`src/rtl/systolic_feeder_pkg.sv`:
```
// systolic_feeder_pkg: shared sizes, FSM encoding and drain length for the operand skew feeder
package systolic_feeder_pkg;
    localparam int BYTES_SIZE   = 8;
    localparam int N            = 16;
    localparam int DRAIN_CYCLES = 2 * N - 1;
    typedef enum logic [2:0] {
        IDLE   = 3'd0,
        CLEAR  = 3'd1,
        STREAM = 3'd2,
        DRAIN  = 3'd3,
        DONE   = 3'd4
    } state_t;
endpackage

```
`src/rtl/systolic_feeder_skew_line.sv`:
```
// skew_line: DEPTH-stage byte shift chain, one lane of the diagonal operand skew
module skew_line #(
    parameter int DEPTH = 1,
    parameter int BW    = 8
) (
    input  logic          clk,
    input  logic          rst,
    input  logic [BW-1:0] in,
    output logic [BW-1:0] out
);
    logic [BW-1:0] sr [DEPTH];
    always_ff @(posedge clk or negedge rst) begin
        if (!rst) begin
            for (int k = 0; k < DEPTH; k++) sr[k] <= '0;
        end else begin
            sr[0] <= in;
            for (int k = 1; k < DEPTH; k++) sr[k] <= sr[k-1];
        end
    end
    assign out = sr[DEPTH-1];
endmodule

```
`src/rtl/systolic_feeder.sv`:
```
// systolic_feeder: accepts A columns / B rows and emits lane-skewed byte streams, zero clear and done for the MAC array
module systolic_feeder #(
    parameter int N  = systolic_feeder_pkg::N,
    parameter int BW = systolic_feeder_pkg::BYTES_SIZE
) (
    input  logic          clk,
    input  logic          rst,
    input  logic          in_valid,
    output logic          in_ready,
    input  logic [N*BW-1:0] in_a,
    input  logic [N*BW-1:0] in_b,
    input  logic          in_last,
    output logic [N*BW-1:0] left_out,
    output logic [N*BW-1:0] up_out,
    output logic          zero,
    output logic          done
);
    import systolic_feeder_pkg::*;
    state_t     state;
    logic [4:0] cnt;
    logic       acc;
    assign acc = in_valid && in_ready;
    // Non-accepted cycles feed zero bytes, which contribute nothing to PE sums
    for (genvar i = 0; i < N; i++) begin : g_lane
        skew_line #(.DEPTH(i + 1), .BW(BW)) u_a (
            .clk (clk),
            .rst (rst),
            .in  (acc ? in_a[N*BW-1-i*BW -: BW] : '0),
            .out (left_out[N*BW-1-i*BW -: BW])
        );
        skew_line #(.DEPTH(i + 1), .BW(BW)) u_b (
            .clk (clk),
            .rst (rst),
            .in  (acc ? in_b[N*BW-1-i*BW -: BW] : '0),
            .out (up_out[N*BW-1-i*BW -: BW])
        );
    end
    always_ff @(posedge clk or negedge rst) begin
        if (!rst) begin
            state    <= IDLE;
            cnt      <= '0;
            in_ready <= 1'b0;
            zero     <= 1'b0;
            done     <= 1'b0;
        end else begin
            zero <= 1'b0;
            done <= 1'b0;
            case (state)
                IDLE: if (in_valid) begin
                    state <= CLEAR;
                    zero  <= 1'b1;
                end
                CLEAR: begin
                    state    <= STREAM;
                    in_ready <= 1'b1;
                end
                STREAM: if (acc && in_last) begin
                    state    <= DRAIN;
                    cnt      <= '0;
                    in_ready <= 1'b0;
                end
                DRAIN: if (cnt == 5'(DRAIN_CYCLES - 1)) begin
                    state <= DONE;
                    done  <= 1'b1;
                end else begin
                    cnt <= cnt + 5'd1;
                end
                DONE: state <= IDLE;
                default: state <= IDLE;
            endcase
        end
    end
endmodule

```
`config.mk`:
```
export PLATFORM = sky130hd
export DESIGN_NAME = systolic_feeder
export DESIGN_NICKNAME = d
export VERILOG_FILES = /design/src/rtl/systolic_feeder_pkg.sv /design/src/rtl/systolic_feeder_skew_line.sv /design/src/rtl/systolic_feeder.sv
export SDC_FILE = /design/constraint.sdc
export NUM_CORES = 1
export LEC_CHECK = 0
export CORE_UTILIZATION = 30
export DETAILED_ROUTE_END_ITERATION = 6
export SLEW_MARGIN = 0
export SYNTH_ARGS = -nofsm -noshare
export SYNTH_HDL_FRONTEND = slang
export SYNTH_SLANG_ARGS = --single-unit
```
`constraint.sdc`:
```
create_clock -name clk -period 3.7 [get_ports clk]
set_input_delay 0.37 -clock clk [delete_from_list [all_inputs] [get_ports clk]]
set_output_delay 0.37 -clock clk [all_outputs]
set_load 0.005 [all_outputs]
```
==> results.md <==
- The final core utilization is 0.380.
- The fraction of final layout cells sized beyond drive strength 1 is 0.115.
- For the worst-skew pair, the clock arrives at the later sink with an insertion delay of 0.85 ns.
- The library cells used most frequently in the layout, excluding fill and tap cells, are dfrtp_1 (2186), clkdlybuf4s50_1 (516), and3_1 (257).
- The iteration count of the initial detailed-routing pass is 5.
- Synthesis handed over a netlist of 2781 instances.
- The power density relative to cell area is 658 nW/µm².
- The worst-case IR drop observed on VDD is 500 µV.
- The total detailed-routing wirelength is 95400 µm.
- In the routed layout, each cell is associated on average with a via count of 3.70.
- The total nets after synthesis is 3043.
- Clock-pin slew was measured on the worst setup and hold paths at 0.06 ns.
- The cell with the largest stage delay on the worst path is dfrtp_4.
- The number of H-tree levels is 4.
- The total track usage is 0.100.
- The multi-input combinational cells in the finished layout cover a total of 1850 µm².
- The cell class contributing the biggest share of worst-path delay is flip-flops.
- The setup TNS is 0 ns.
- The area occupied by registers is 54700 µm².
- In the routed design, unresolved DRC markers number 0.
- The first-pass GRT wire length is 149000 µm.
- The slew at the pin closest to its max-slew limit is 0.946 ns.
- The kind of critical path is flip-flop to output port.
- Max-cap violations in this run came to 0.
- After filler insertion, the fill cell instance count of the layout stands at 17.2k.
- Leaving out fill and tap cells, the most frequent cell in the layout is dfrtp_1.
- Of all nets on the critical path, the largest fanout is 46.
- Setup repair after global routing left no endpoint under its margin.
- By area the synthesized netlist is led by dfrtp_1 (93%), buf_4 (3.1%), and3_1 (2.7%), clkbuf_1 (0.19%), buf_2 (0.12%).
- TritonCTS built the clock tree.
- For this configuration, the core starts out at a cell density of 0.303.
- The routed length per placed instance is 15.8 µm.
- For the finished layout, the period the worst path requires is 2.47 ns.
- The number of antenna violations at the first check in global routing is 20.
- The number of max-slew violations in the final report is 0.
- The mapped netlist covers 58700 µm².
- The achievable frequency is 0.405 GHz.
- The routability congestion estimate is 0.770.
- In this run the deepest clock path goes through 3 buffers.
- After routing the design area is 73500 µm².
- The count of clock tree sinks is 2187.
- Counting flops and latches in the post-synthesis netlist gives 2187.
- The number of CTS-inserted buffers is 208.
- The residual overflow from global routing is 0.
- Measured along the y axis, the die boundary spans 444 µm.
- After synthesis, the mean cell area works out to 21.1 µm².
- The total power after layout is 48.3 mW.
- The startpoint type of the worst setup path is a flip-flop.
- The count of port buffers added during placement is 518.
- The floorplan has 161 rows.
- Setup violations remaining at the end of the flow were counted as 0.
- The critical path goes through clkdlybuf4s50_1.
- The synthesized design spends more area on one cell type than any other, namely dfrtp_1.
- The final number of hold-violating endpoints is 0.
- The worst path meets setup with 1.23 ns of slack.
- The relative slew slack is 0.369.
- The kind of end point of the critical path is an output port.
- The number of warnings printed during yosys synthesis is 0.
- The proportion of netlist area held by the largest area contributor is 0.933.
- The worst setup slack after placement is 1.78 ns.
- The run finished with clean final reports.
- The post-CTS setup-driven buffer insertion count is 0.
- The delay of the slowest cell on the worst path is 0.68 ns.
- The placed standard-cell area is 65700 µm².
- For this run, the register share of the synthesized area comes to 0.933.
- The data arrival at the endpoint of the critical path is 2.10 ns.
- The worst min-delay path class is primary input to flip-flop.
- The final-stage net count is 3574.
- The number of I/O pins is 519.
- The fraction of the cycle the final worst path needs is 0.668.
- STA puts the critical path data required time at 3.33 ns.
- The number of buffers and inverters on the critical path is 1.
- The post-detailed-route count of antenna-violating nets is 0.
- The maximum number of pins on one net before global-route repair is 141.
- The count of different cell masters after synthesis is 27.
- In this run the horizontal extent of the chip is 444 µm.
- The post-DP HPWL is 57800 µm.
- The placeable core area is 193000 µm².
- The root buffer selected by CTS is clkbuf_16.
- The via total after detailed routing is 22.3k.
- The static leakage power is 38.2 nW.
- The clock arrives with 0.0636 ns of skew.
- The area overhead of the layout relative to synthesis is 25.2%.
- The die covers 197000 µm².
- The violation count after the first detailed-route iteration is 1170.
- The number of global-route vias before repair is 24.9k.
## per-layer routing
metal | share of wire | up-vias | track usage
met3 | 0.063 | 192 | 0.0326
met5 | 0.00045 | - | 0
met1 | 0.38 | 11900 | 0.116
li1 | - | 9660 | -
met2 | 0.52 | 526 | 0.167
met4 | 0.038 | 6 | 0.0476
## flip-flops by register name, summed over array words and instances (netlist names)
signal and flops:
g_lane.u_a.sr 960, done 1, g_lane.u_b.out 128, zero 1, in_ready 1, g_lane.u_a.out 128, g_lane.u_b.sr 960, cnt 5
state 3
## report_power, final
part	switching (mW)	total (mW)	internal, mW
Combinational	0.858	1.52	0.659
Sequential	0.323	25.2	24.9
Clock	8.91	21.6	12.7
## cell usage after synthesis, drive strengths merged
master   instances
o2bb2ai          1
ha               2
o21a             1
xnor2            1
o21ai            1
and4b            1
nand2b           2
nand2            4
clkbuf          39
mux2i            2
nor3             5
o22a             1
a21oi            2
nor2             4
dfrtp         2187
nand3            3
buf            259
inv              3
and3           257
and3b            1
nand4b           1
o22ai            2
nand4            1
a21o             1
## cell type report
class                           instances  area share
Antenna cell                           13    0.000443
Clock inverter                         79      0.0167
Clock buffer                          301      0.0827
Tap cell                             2526      0.0430
Inverter                                3    0.000153
Multi-Input combinational cell        293      0.0251
Timing Repair Buffer                  619      0.0867
Sequential cell                      2187       0.745
## cell families (layout without fill, tap and decap cells)
group           Yosys count  count (layout)  synth area share
xor+xnor                  1               1          0.000149
fa+ha+maj                 2               2          0.000427
other cells               0              13                 0
simple gates            279             279            0.0295
flops                  2187            2187             0.933
mux                       2               2          0.000341
compound gates            9               9           0.00102
buf+inv                 301            1002            0.0354
## path summary, 6_finish.rpt
path	to	start	slack [ns]	cells past startpoint
worst max-delay path	in_ready	in_ready	1.23	1
worst min-delay path	g_lane[4].u_b.sr[32]	in_b[88]	0.1	2
worst max register to register	cnt[3]	in_ready	1.94	4
worst min register to register	g_lane[13].u_b.sr[101]	g_lane[13].u_b.sr[109]	0.29	0
max in group asynchronous	g_lane[13].u_b.sr[92]	rst	2.16	3
min in group asynchronous	g_lane[7].u_b.out[0]	rst	0.15	2
## through the flow
step                      instances  hold WS (ns)
final                          6021        0.0991
after global routing           6013        0.0242
after CTS                      6008     0.0000172
after detailed placement       5585         0.335
after global placement         5585         0.331
after floorplan                2781        0.0744
## timing repair
| action | CTS | global route |
|---|---|---|
| hold endpoints to repair | 212 | 0 |
| setup endpoints to repair | 0 | 0 |
| gates resized for setup | 0 | 0 |
| hold buffers | 43 | 0 |
Note: power is estimated with default switching activity, not from simulation.
